<file path="config.mk">
export PLATFORM = sky130hd
export DESIGN_NAME = fabric_scan_loader
export DESIGN_NICKNAME = d
export VERILOG_FILES = /design/src/rtl/fabric_scan_loader.sv
export SDC_FILE = /design/constraint.sdc
export NUM_CORES = 1
export LEC_CHECK = 0
export ABC_AREA = 1
export CAP_MARGIN = 30
export CORE_MARGIN = 8
export CORE_UTILIZATION = 56
export DETAILED_ROUTE_END_ITERATION = 7
export GPL_TIMING_DRIVEN = 0
export PLACE_DENSITY_LB_ADDON = 0.05
export REMOVE_ABC_BUFFERS = 1
export SLEW_MARGIN = 20
export SYNTH_ARGS = -nofsm -noshare
export SYNTH_HDL_FRONTEND = slang
export SYNTH_SLANG_ARGS = --single-unit
</file>
<file path="constraint.sdc">
create_clock -name clk -period 3.85 [get_ports clk]
set_clock_uncertainty 0.1 [all_clocks]
set_input_delay 0.77 -clock clk [delete_from_list [all_inputs] [get_ports clk]]
set_output_delay 0.77 -clock clk [all_outputs]
set_load 0.01 [all_outputs]
</file>
<file path="src/rtl/fabric_scan_loader.sv">
// fabric_scan_loader: streams configuration words onto the CLB or connection scan chain,
// reads them back non-destructively, and enables the fabric once a load completes.
module fabric_scan_loader #(
   parameter int FPGA_WIDTH     = 2,
   parameter int DATA_WIDTH     = 8,
   parameter int CLB_CHAIN_LEN  = 136,
   parameter int CONN_CHAIN_LEN = 512
) (
   input  logic                  clk,
   input  logic                  rst_n,
   input  logic                  cfg_start,
   input  logic                  cfg_chain_sel,
   input  logic                  cfg_mode,
   input  logic                  cfg_abort,
   input  logic [DATA_WIDTH-1:0] cfg_data,
   input  logic                  cfg_valid,
   output logic                  cfg_ready,
   output logic [DATA_WIDTH-1:0] rd_data,
   output logic                  rd_valid,
   input  logic                  rd_ready,
   output logic                  clb_scan_en,
   output logic                  clb_scan_in,
   input  logic                  clb_scan_out,
   output logic                  conn_scan_en,
   output logic                  conn_scan_in,
   input  logic                  conn_scan_out,
   output logic                  busy,
   output logic                  done,
   output logic                  err,
   output logic                  fabric_run
);
   localparam int MAXLEN   = CLB_CHAIN_LEN > CONN_CHAIN_LEN ? CLB_CHAIN_LEN : CONN_CHAIN_LEN;
   localparam int CW       = $clog2(MAXLEN + 1);
   localparam int WW       = $clog2(DATA_WIDTH + 1);
   localparam int CLB_REM  = CLB_CHAIN_LEN % DATA_WIDTH == 0 ? DATA_WIDTH : CLB_CHAIN_LEN % DATA_WIDTH;
   localparam int CONN_REM = CONN_CHAIN_LEN % DATA_WIDTH == 0 ? DATA_WIDTH : CONN_CHAIN_LEN % DATA_WIDTH;

   if (FPGA_WIDTH < 1 || DATA_WIDTH < 2 || CLB_CHAIN_LEN < 1 || CONN_CHAIN_LEN < 1) begin : g_bad_param
      $error("fabric_scan_loader: invalid parameters");
   end

   typedef enum logic [2:0] {IDLE, FETCH, SHIFT, EMIT, DONE} state_t;

   state_t                state_q, state_d;
   logic                  sel_q, sel_d, mode_q, mode_d;
   logic                  err_q, err_d, fab_q, fab_d, prev_q, prev_d;
   logic [DATA_WIDTH-1:0] sr_q, sr_d;
   logic [CW-1:0]         bcnt_q, bcnt_d;
   logic [WW-1:0]         wcnt_q, wcnt_d;

   logic [CW-1:0]         len;
   logic [WW-1:0]         sh;
   logic                  so, shifting, bit_in, last_bit, word_end;
   logic [DATA_WIDTH-1:0] cap;

   always_comb begin
      len      = sel_q ? CW'(CONN_CHAIN_LEN) : CW'(CLB_CHAIN_LEN);
      sh       = sel_q ? WW'(DATA_WIDTH - CONN_REM) : WW'(DATA_WIDTH - CLB_REM);
      so       = sel_q ? conn_scan_out : clb_scan_out;
      shifting = state_q == SHIFT && !cfg_abort;
      bit_in   = mode_q ? so : sr_q[0];
      last_bit = bcnt_q == len - CW'(1);
      word_end = wcnt_q == WW'(DATA_WIDTH - 1) || last_bit;
      cap      = {so, sr_q[DATA_WIDTH-1:1]};
      state_d  = state_q;
      sel_d    = sel_q;
      mode_d   = mode_q;
      err_d    = err_q;
      fab_d    = fab_q;
      prev_d   = prev_q;
      sr_d     = sr_q;
      bcnt_d   = bcnt_q;
      wcnt_d   = wcnt_q;
      if (state_q != IDLE && cfg_abort) begin
         state_d = IDLE;
         err_d   = 1'b1;
         fab_d   = 1'b0;
      end else begin
         case (state_q)
            IDLE: if (cfg_start && !cfg_abort) begin
               sel_d   = cfg_chain_sel;
               mode_d  = cfg_mode;
               err_d   = 1'b0;
               prev_d  = fab_q;
               fab_d   = 1'b0;
               bcnt_d  = '0;
               wcnt_d  = '0;
               state_d = cfg_mode ? SHIFT : FETCH;
            end
            FETCH: if (cfg_valid) begin
               sr_d    = cfg_data;
               wcnt_d  = '0;
               state_d = SHIFT;
            end
            SHIFT: begin
               // a partial last readback word is right-justified as it leaves SHIFT
               sr_d    = mode_q ? (last_bit ? cap >> sh : cap) : sr_q >> 1;
               bcnt_d  = bcnt_q + CW'(1);
               wcnt_d  = wcnt_q + WW'(1);
               state_d = !word_end ? SHIFT : mode_q ? EMIT : last_bit ? DONE : FETCH;
               fab_d   = fab_q | (!mode_q && last_bit);
            end
            EMIT: if (rd_ready) begin
               wcnt_d  = '0;
               state_d = bcnt_q == len ? DONE : SHIFT;
               fab_d   = bcnt_q == len ? prev_q : fab_q;
            end
            default: state_d = IDLE;
         endcase
         if (cfg_start && state_q != IDLE) err_d = 1'b1;
      end
   end

   always_ff @(posedge clk or negedge rst_n) begin
      if (!rst_n) begin
         state_q <= IDLE;
         sel_q   <= 1'b0;
         mode_q  <= 1'b0;
         err_q   <= 1'b0;
         fab_q   <= 1'b0;
         prev_q  <= 1'b0;
         sr_q    <= '0;
         bcnt_q  <= '0;
         wcnt_q  <= '0;
      end else begin
         state_q <= state_d;
         sel_q   <= sel_d;
         mode_q  <= mode_d;
         err_q   <= err_d;
         fab_q   <= fab_d;
         prev_q  <= prev_d;
         sr_q    <= sr_d;
         bcnt_q  <= bcnt_d;
         wcnt_q  <= wcnt_d;
      end
   end

   always_comb begin
      cfg_ready    = state_q == FETCH && !cfg_abort;
      rd_valid     = state_q == EMIT && !cfg_abort;
      rd_data      = state_q == EMIT ? sr_q : '0;
      clb_scan_en  = shifting && !sel_q;
      conn_scan_en = shifting && sel_q;
      clb_scan_in  = clb_scan_en && bit_in;
      conn_scan_in = conn_scan_en && bit_in;
      busy         = state_q != IDLE;
      done         = state_q == DONE && !cfg_abort;
      err          = err_q;
      fabric_run   = fab_q;
   end
endmodule

</file>
After elaboration in Yosys (flattened, before gate mapping)
Cells that the tools add are included.
- register bits after elaboration: 30
- logic and storage cells: 90
- bitwise operators: 2
- muxes and demuxes: 31
- reduce and logical (&&, ||, !) cells: 31
- add/sub/neg operators: 3
- equality and inequality tests: 14
- operators with widths (cell ; number):
    two-way mux 3 bit ; 8
    two-way mux 8 bit ; 3
    equality test 10 bit ; 2
    two-way mux 10 bit ; 2
    one-hot mux 10 bit (2 select lines) ; 1
    one-hot mux 4 bit (4 select lines) ; 1
    one-hot mux 8 bit (2 select lines) ; 1
    logical AND 1 bit ; 12
    two-way mux 4 bit ; 3
    inequality test 3 bit, second input constant ; 4
    one-hot mux 3 bit (4 select lines) ; 1
    AND reduction 3 bit ; 4
    adder 10 x 1 -> 10 bit, second input constant ; 1
    subtractor 10 x 1 -> 10 bit, second input constant ; 1
    two-way mux 1 bit ; 9
    nonzero test 3 bit ; 3
    nonzero test 4 bit ; 2
    equality test 3 x 2 -> 1 bit, second input constant ; 2
    inequality test 2 bit, second input constant ; 3
    AND reduction 5 bit ; 1
    adder 4 x 1 -> 4 bit, second input constant ; 1
    equality test 4 x 3 -> 1 bit, second input constant ; 1
    AND reduction 4 bit ; 1
    nonzero test 2 bit ; 2
    10 further kinds ; 12

Longest topological paths before layout
Gate-level depths: netlist of run 1.
- depth after elaboration: 8
- depth in mapped cells: 12

Worst setup path after synthesis of run 1
Ideal clock, no wire load.
- path kind: input port to output port
- from: input port cfg_abort
- to: output port clb_scan_in
- arrival time: 1342 ps
- stages on the path: 3
- buffers on the path: 0
- setup slack: 1638 ps
- cell sequence: inv_1 > nand2_2 > nor3_1
- cells in the longest elaborated chain, start to end: 4
- ends and longest elaborated chain (what ; line ; source):
    start: declaration ; 14 ; input logic cfg_abort,
    zero test 1 bit ; 60 ; shifting = state_q == SHIFT && !cfg_abort;
    logical AND 1 bit ; 60 ;
    logical AND 1 bit ; 142 ; clb_scan_en = shifting && !sel_q;
    logical AND 1 bit ; 144 ; clb_scan_in = clb_scan_en && bit_in;
    end: declaration ; 22 ; output logic clb_scan_in,
No other way between the ends.

Final worst setup path of run 1
- from: input port cfg_abort
- to: output port conn_scan_in
- cells in the longest elaborated chain, start to end: 4
- ends and longest elaborated chain (what ; line ; source):
    zero test 1 bit ; 60 ;
    logical AND 1 bit ; 60 ;
    logical AND 1 bit ; 143 ; conn_scan_en = shifting && sel_q;
    logical AND 1 bit ; 145 ; conn_scan_in = conn_scan_en && bit_in;
    end: declaration ; 25 ; output logic conn_scan_in,
No other way between the ends.

==> impl_metrics.env, run 1 <==
export IMPL_yosys_warnings=0
export IMPL_final_util_pct=71.3
export IMPL_r2r_cells=8
export IMPL_h_tree_depth=2
export IMPL_synth_compound_gate_area_share_pct=15.1
export IMPL_gp_congestion=0.865
export IMPL_synthCells=264
export IMPL_fp_row_count=21
export IMPL_fillers=301
export IMPL_final_seq_area_sq_um=751
export IMPL_finalSetupViolations=0
export IMPL_powerDensity_nw_per_um2=538
export IMPL_numPortBuffers=35
export IMPL_die_area_sq_um=5670
export IMPL_ys_ff_latch=30
export IMPL_die_h_microns=75.3
export IMPL_synth_xor_area_share_pct=1.34
export IMPL_yosysUniqueCellTypes=34
export IMPL_core_area_sq_um=3360
export IMPL_grt_pass1_wl_microns=7890
export IMPL_clkSinkCount=30
export IMPL_clock_latency_ns=0.34
export IMPL_dr_pass1_iters=4
export IMPL_required_ns=2.98
export IMPL_synth_async_reset_ratio_pct=100
export IMPL_drtIter0Drc=153
export IMPL_ant_nets=0
export IMPL_syn_area_sq_um=1970
export IMPL_combPwrFrac_pct=45.9
export IMPL_post_route_period_util_pct=86.8
export IMPL_max_freq_ghz=0.299
export IMPL_drc=0
export IMPL_synth_area_top_cells="dfrtp_1, nand2_1, nor2_1, inv_1, nand3_1"
export IMPL_io_pins=36
export IMPL_grt_start_max_net_pins=31
export IMPL_wl_per_cell_microns=13.5
export IMPL_synth_top_family_by_area="simple AND/OR/NAND/NOR gates"
export IMPL_vdd_drop_max_uv=351
export IMPL_power_switching_w=0.000552
export IMPL_synth_largest_area_cell="dfrtp_1"
export IMPL_synthTopCellsByCount="nand2_1, nor2_1, dfrtp_1"
export IMPL_status="finished, final reports clean"
export IMPL_drive_above_1_share_pct=12.3
export IMPL_end_kind="primary output"
export IMPL_grt_total_usage_pct=18.1
export IMPL_initial_core_util_pct=58.5
export IMPL_antenna_cells=0
export IMPL_clockBufferDepth=2
export IMPL_clkTransAtPathRegs_ns=0.09
export IMPL_rrSetupSlack_ns=1.98
export IMPL_grt_overflow_total=0
export IMPL_worst_ep_arrival_time_ns=2.47
export IMPL_path_max_fanout=6
export IMPL_grt_pass1_vias=1698
export IMPL_cts_buffers=5
export IMPL_viasPerCell=5.22
export IMPL_worstSetupPathType="input pin to primary output"
export IMPL_fin_nets=320
export IMPL_timing_rr_start="state_q[0]$_DFFE_PN0P_"
export IMPL_start_kind="input pin"
export IMPL_multiInputGateArea_sq_um=1020
export IMPL_worstSetupStartpoint="cfg_abort"
export IMPL_syn_avg_cell_area_sq_um=7.46
export IMPL_syn_to_final_growth_pct=21.8
export IMPL_ys_seq_area_share_pct=38.1
export IMPL_synth_area_mux_share_pct=0
export IMPL_rsz0062_at_grt="no"
export IMPL_worst_hold_path_type="input pin to async pin"
export IMPL_dr_total_vias=1807
export IMPL_cts_root_buffer_cell="clkbuf_4"
export IMPL_die_w_microns=75.3
export IMPL_pwr_share_seq_pct=35.9
export IMPL_synth_edf_count=0
export IMPL_p_clk_share_pct=18.2
export IMPL_cp_endpoint="conn_scan_in"
export IMPL_leakage_nw=1.09
export IMPL_synth_fa_ha_area_share_pct=1.91
export IMPL_finalPower_w=0.00129
export IMPL_synth_top_cell_area_share_pct=38.1
export IMPL_setup_tns_ns=0
export IMPL_drv_cap=0
export IMPL_intPower_w=0.000738
export IMPL_rr_endpoint="bcnt_q[5]$_DFFE_PN0P_"
export IMPL_switching_share_pct=42.8
export IMPL_tightest_slew_ns=0.680
export IMPL_final_min_clock_period_ns=3.34
export IMPL_synthMostInstantiatedCell="nand2_1"
export IMPL_cts_resized=0
export IMPL_cts_hold_buf=0
export IMPL_ys_flop_type="dfrtp_1"
export IMPL_hold_viol=0
export IMPL_antenna_found_initial=0
export IMPL_synthSimpleGateAreaFrac_pct=33.4
export IMPL_dpl_hpwl_microns=3500
export IMPL_postCtsSetupBuffers=0
export IMPL_slew_headroom_pct=54.7
export IMPL_wirelength_microns=4670
export IMPL_maxSlewViolCount=0
export IMPL_cts_tree="done"
[metal layers]
metal | vias to the layer above | wire length [microns] | share of wire (%) | GRT usage, %
li1 | 929 | - | - | -
met1 | 831 | 2080 | 44 | 22.4
met2 | 41 | 2270 | 49 | 30.8
met3 | 6 | 271 | 5.8 | 3.86
met4 | 0 | 56 | 1.2 | 5.33
met5 | - | 0 | 0 | 0
[cell families after synthesis]
kind of cell,count (synthesis)
xor+xnor,3
fa+ha+maj,3
flops,30
compound gates,45
buf+inv,44
simple gates,139
[placed cells by master, fill, tap and decap left out, drive strengths merged, types with 2 or more instances in the layout]
cell           count
a21oi              8
clkbuf             8
clkdlybuf4s50     34
dfrtp             30
ha                 3
inv               37
nand2             68
nand3             16
nand4              8
nor2              41
nor3               5
o211ai            10
o21ai             22
o22ai              2
xor2               2
[power groups by stage]
stage	clock network (W)	logic (W)	registers, W
after floorplan	0	0.000424	0.000458
after global placement	0	0.000581	0.000465
after detailed placement	0	0.000592	0.000469
after CTS	0.000240	0.000595	0.000463
after global routing	0.000258	0.000672	0.000473
final	0.000235	0.000592	0.000463
[worst max-delay path, stage by stage]
cell and delay (ns):
clkdlybuf4s50_1 0.53, inv_1 0.26, nand2_2 0.14, nor3_1 0.20, clkdlybuf4s50_1 0.56
[cell type report]
class                   instances  area share [%]
clock buffers                   8            3.29
inverters                      37            6.11
multi-input cells             190            42.5
flip-flops and latches         30            31.3
well taps                      46            2.40
repair buffers                 35            14.4
[flip-flops by register name, indices dropped and copies added, names as in the netlist]
signal,count
mode_q,1
prev_q,1
err,1
sr_q,8
fabric_run,1
sel_q,1
state_q,3
bcnt_q,10
wcnt_q,4
[how the worst min path moves through the flow]
| stage | start | end | slack [ns] | cells past startpoint |
|---|---|---|---|---|
| 2_1_floorplan | prev_q$_DFFE_PN0P_ | prev_q$_DFFE_PN0P_ | 0.34 | 2 |
| 3_3_place_gp | prev_q$_DFFE_PN0P_ | prev_q$_DFFE_PN0P_ | 0.36 | 2 |
| 3_5_place_dp | prev_q$_DFFE_PN0P_ | prev_q$_DFFE_PN0P_ | 0.36 | 2 |
| 4_1_cts | rst_n | bcnt_q[6]$_DFFE_PN0P_ | 0.38 | 1 |
| 5_1_grt | rst_n | bcnt_q[6]$_DFFE_PN0P_ | 0.42 | 1 |
| 6_report | rst_n | bcnt_q[7]$_DFFE_PN0P_ | 0.36 | 1 |
[through the flow]
| step | std cells | instance area (sq um) | worst slack [ns] | hold WS (ns) |
|---|---|---|---|---|
| 6_report | 346 | 2400 | 0.509 | 0.363 |
| 5_1_grt | 346 | 2400 | 0.406 | 0.419 |
| 4_1_cts | 346 | 2400 | 0.493 | 0.380 |
| 3_5_place_dp | 338 | 2320 | 0.499 | 0.362 |
| 3_3_place_gp | 338 | 2320 | 0.502 | 0.357 |
| 2_1_floorplan | 257 | 1920 | 1.63 | 0.343 |
Note: power is estimated with default switching activity, not from simulation.
==> run 2: changes to the inputs <==
--- a/config.mk
+++ b/config.mk
@@ -7,7 +7,7 @@
 export LEC_CHECK = 0
 export ABC_AREA = 1
 export CAP_MARGIN = 30
-export CORE_MARGIN = 8
+export CORE_MARGIN = 2
 export CORE_UTILIZATION = 56
 export DETAILED_ROUTE_END_ITERATION = 7
 export GPL_TIMING_DRIVEN = 0
==> impl_metrics.env, run 2 (synthesis results as in run 1) <==
export IMPL_status="finished, final reports clean"
export IMPL_fp_row_count=21
export IMPL_finalSetupViolations=0
export IMPL_rr_endpoint="bcnt_q[5]$_DFFE_PN0P_"
export IMPL_postCtsSetupBuffers=0
export IMPL_cp_endpoint="conn_scan_in"
export IMPL_setup_tns_ns=0
export IMPL_crit_family="buffers and inverters"
export IMPL_drtIter0Drc=134
export IMPL_cts_tree="done"
export IMPL_core_area_sq_um=3360
export IMPL_worstSetupStartpoint="cfg_abort"
export IMPL_final_min_clock_period_ns=3.34
export IMPL_viasPerCell=5.30
export IMPL_cts_resized=0
export IMPL_io_pins=36
export IMPL_initial_core_util_pct=58.5
export IMPL_dr_total_vias=1830
export IMPL_grt_pass1_wl_microns=7710
export IMPL_crit_top_cell="clkdlybuf4s50_1"
export IMPL_cp_cell_sequence="clkdlybuf4s50_1, inv_1, nand2_2, nor3_1, clkdlybuf4s50_1"
export IMPL_grt_pass1_vias=1696
export IMPL_drc=0
export IMPL_cts_hold_buf=0
export IMPL_final_common_cell="nand2_1"
export IMPL_finalPower_w=0.00122
export IMPL_top_register="bcnt_q"
export IMPL_tightest_slew_ns=0.682
export IMPL_antenna_found_initial=0
export IMPL_worst_hold_path_type="input pin to async pin"
export IMPL_path_max_fanout=6
export IMPL_clockBufferDepth=2
export IMPL_syn_to_final_growth_pct=20.1
export IMPL_crit_cells=5
export IMPL_final_util_pct=70.3
export IMPL_clkTransAtPathRegs_ns=0.10
export IMPL_wirelength_microns=4410
export IMPL_timing_rr_start="state_q[0]$_DFFE_PN0P_"
export IMPL_crit_buf_inv=3
export IMPL_cts_buffers=5
export IMPL_end_kind="primary output"
export IMPL_vdd_drop_max_uv=304
export IMPL_maxSlewViolCount=0
export IMPL_final_cell_mix="nand2_1, nor2_1, clkdlybuf4s50_1"
export IMPL_cp_slowest_stage_delay_ns=0.56
export IMPL_numPortBuffers=35
export IMPL_hold_viol=0
export IMPL_crit_slowest_cell="clkdlybuf4s50_1"
export IMPL_slew_headroom_pct=54.6
export IMPL_rrSetupSlack_ns=1.99
export IMPL_max_freq_ghz=0.299
export IMPL_required_ns=2.98
export IMPL_cts_root_buffer_cell="clkbuf_4"
export IMPL_wl_per_cell_microns=12.8
export IMPL_die_w_microns=63.3
export IMPL_powerDensity_nw_per_um2=518
export IMPL_worst_ep_arrival_time_ns=2.47
export IMPL_r2r_cells=8
export IMPL_worstSetupPathType="input pin to primary output"
export IMPL_h_tree_depth=2
export IMPL_grt_total_usage_pct=24.4
export IMPL_leakage_nw=1.07
export IMPL_ant_nets=0
export IMPL_start_kind="input pin"
export IMPL_gp_congestion=0.854
export IMPL_antenna_cells=0
export IMPL_clkSinkCount=30
export IMPL_fin_nets=320
export IMPL_die_h_microns=63.3
export IMPL_largest_reg_flops=10
export IMPL_drive_above_1_share_pct=11.4
export IMPL_post_route_period_util_pct=86.8
export IMPL_dpl_hpwl_microns=3190
export IMPL_grt_start_max_net_pins=31
export IMPL_clock_latency_ns=0.32
export IMPL_die_area_sq_um=4000
export IMPL_grt_overflow_total=0
export IMPL_dr_pass1_iters=4
export IMPL_rsz0062_at_grt="no"
export IMPL_drv_cap=0
export IMPL_top_regs="bcnt_q (10), sr_q (8), wcnt_q (4)"
## run 2: where the power goes
group / internal [W] / total, W / switching (W)
clock network: 0.0000689 / 0.000175 / 0.000106
logic: 0.000212 / 0.000587 / 0.000375
registers: 0.000402 / 0.000461 / 0.0000597
## run 2: worst min-delay path by stage
| stage | endpoint | depth (start not counted) |
|---|---|---|
| after CTS | prev_q$_DFFE_PN0P_ | 2 |
| after floorplan | prev_q$_DFFE_PN0P_ | 2 |
| final | sr_q[1]$_DFFE_PN0P_ | 1 |
| after global routing | prev_q$_DFFE_PN0P_ | 2 |
| after detailed placement | prev_q$_DFFE_PN0P_ | 2 |
| after global placement | prev_q$_DFFE_PN0P_ | 2 |
## run 2: final cells by class
class,instances,area [sq um]
well taps,46,57.6
repair buffers,35,345
inverters,37,146
multi-input cells,190,1020
clock buffers,7,45.0
flip-flops and latches,30,751
fillers,292,1000
## run 2: stage by stage
| step | instances | hold slack (ns) | instance area (sq um) | setup slack [ns] |
|---|---|---|---|---|
| after floorplan | 257 | 0.343 | 1920 | 1.63 |
| after global placement | 338 | 0.357 | 2320 | 0.494 |
| after detailed placement | 338 | 0.362 | 2320 | 0.501 |
| after CTS | 345 | 0.382 | 2360 | 0.494 |
| after global routing | 345 | 0.433 | 2360 | 0.367 |
| final | 345 | 0.375 | 2360 | 0.510 |
## run 2: routing by layer
layer	global-route usage, %	vias to the layer above	wire length, microns
li1	-	930	-
met1	33.9	840	2020
met2	38.2	56	2110
met3	5.00	4	238
met4	8.15	0	37
met5	0	-	0
## run 2: worst reg2reg max path, delay by kind of cell, from the launching register on
family / cells / cell delay (ns)
AO/OA/AOI/OAI: 2 / 0.18
buffers and inverters: 1 / 0.24
flip-flops: 1 / 0.50
AND/OR/NAND/NOR: 5 / 0.72
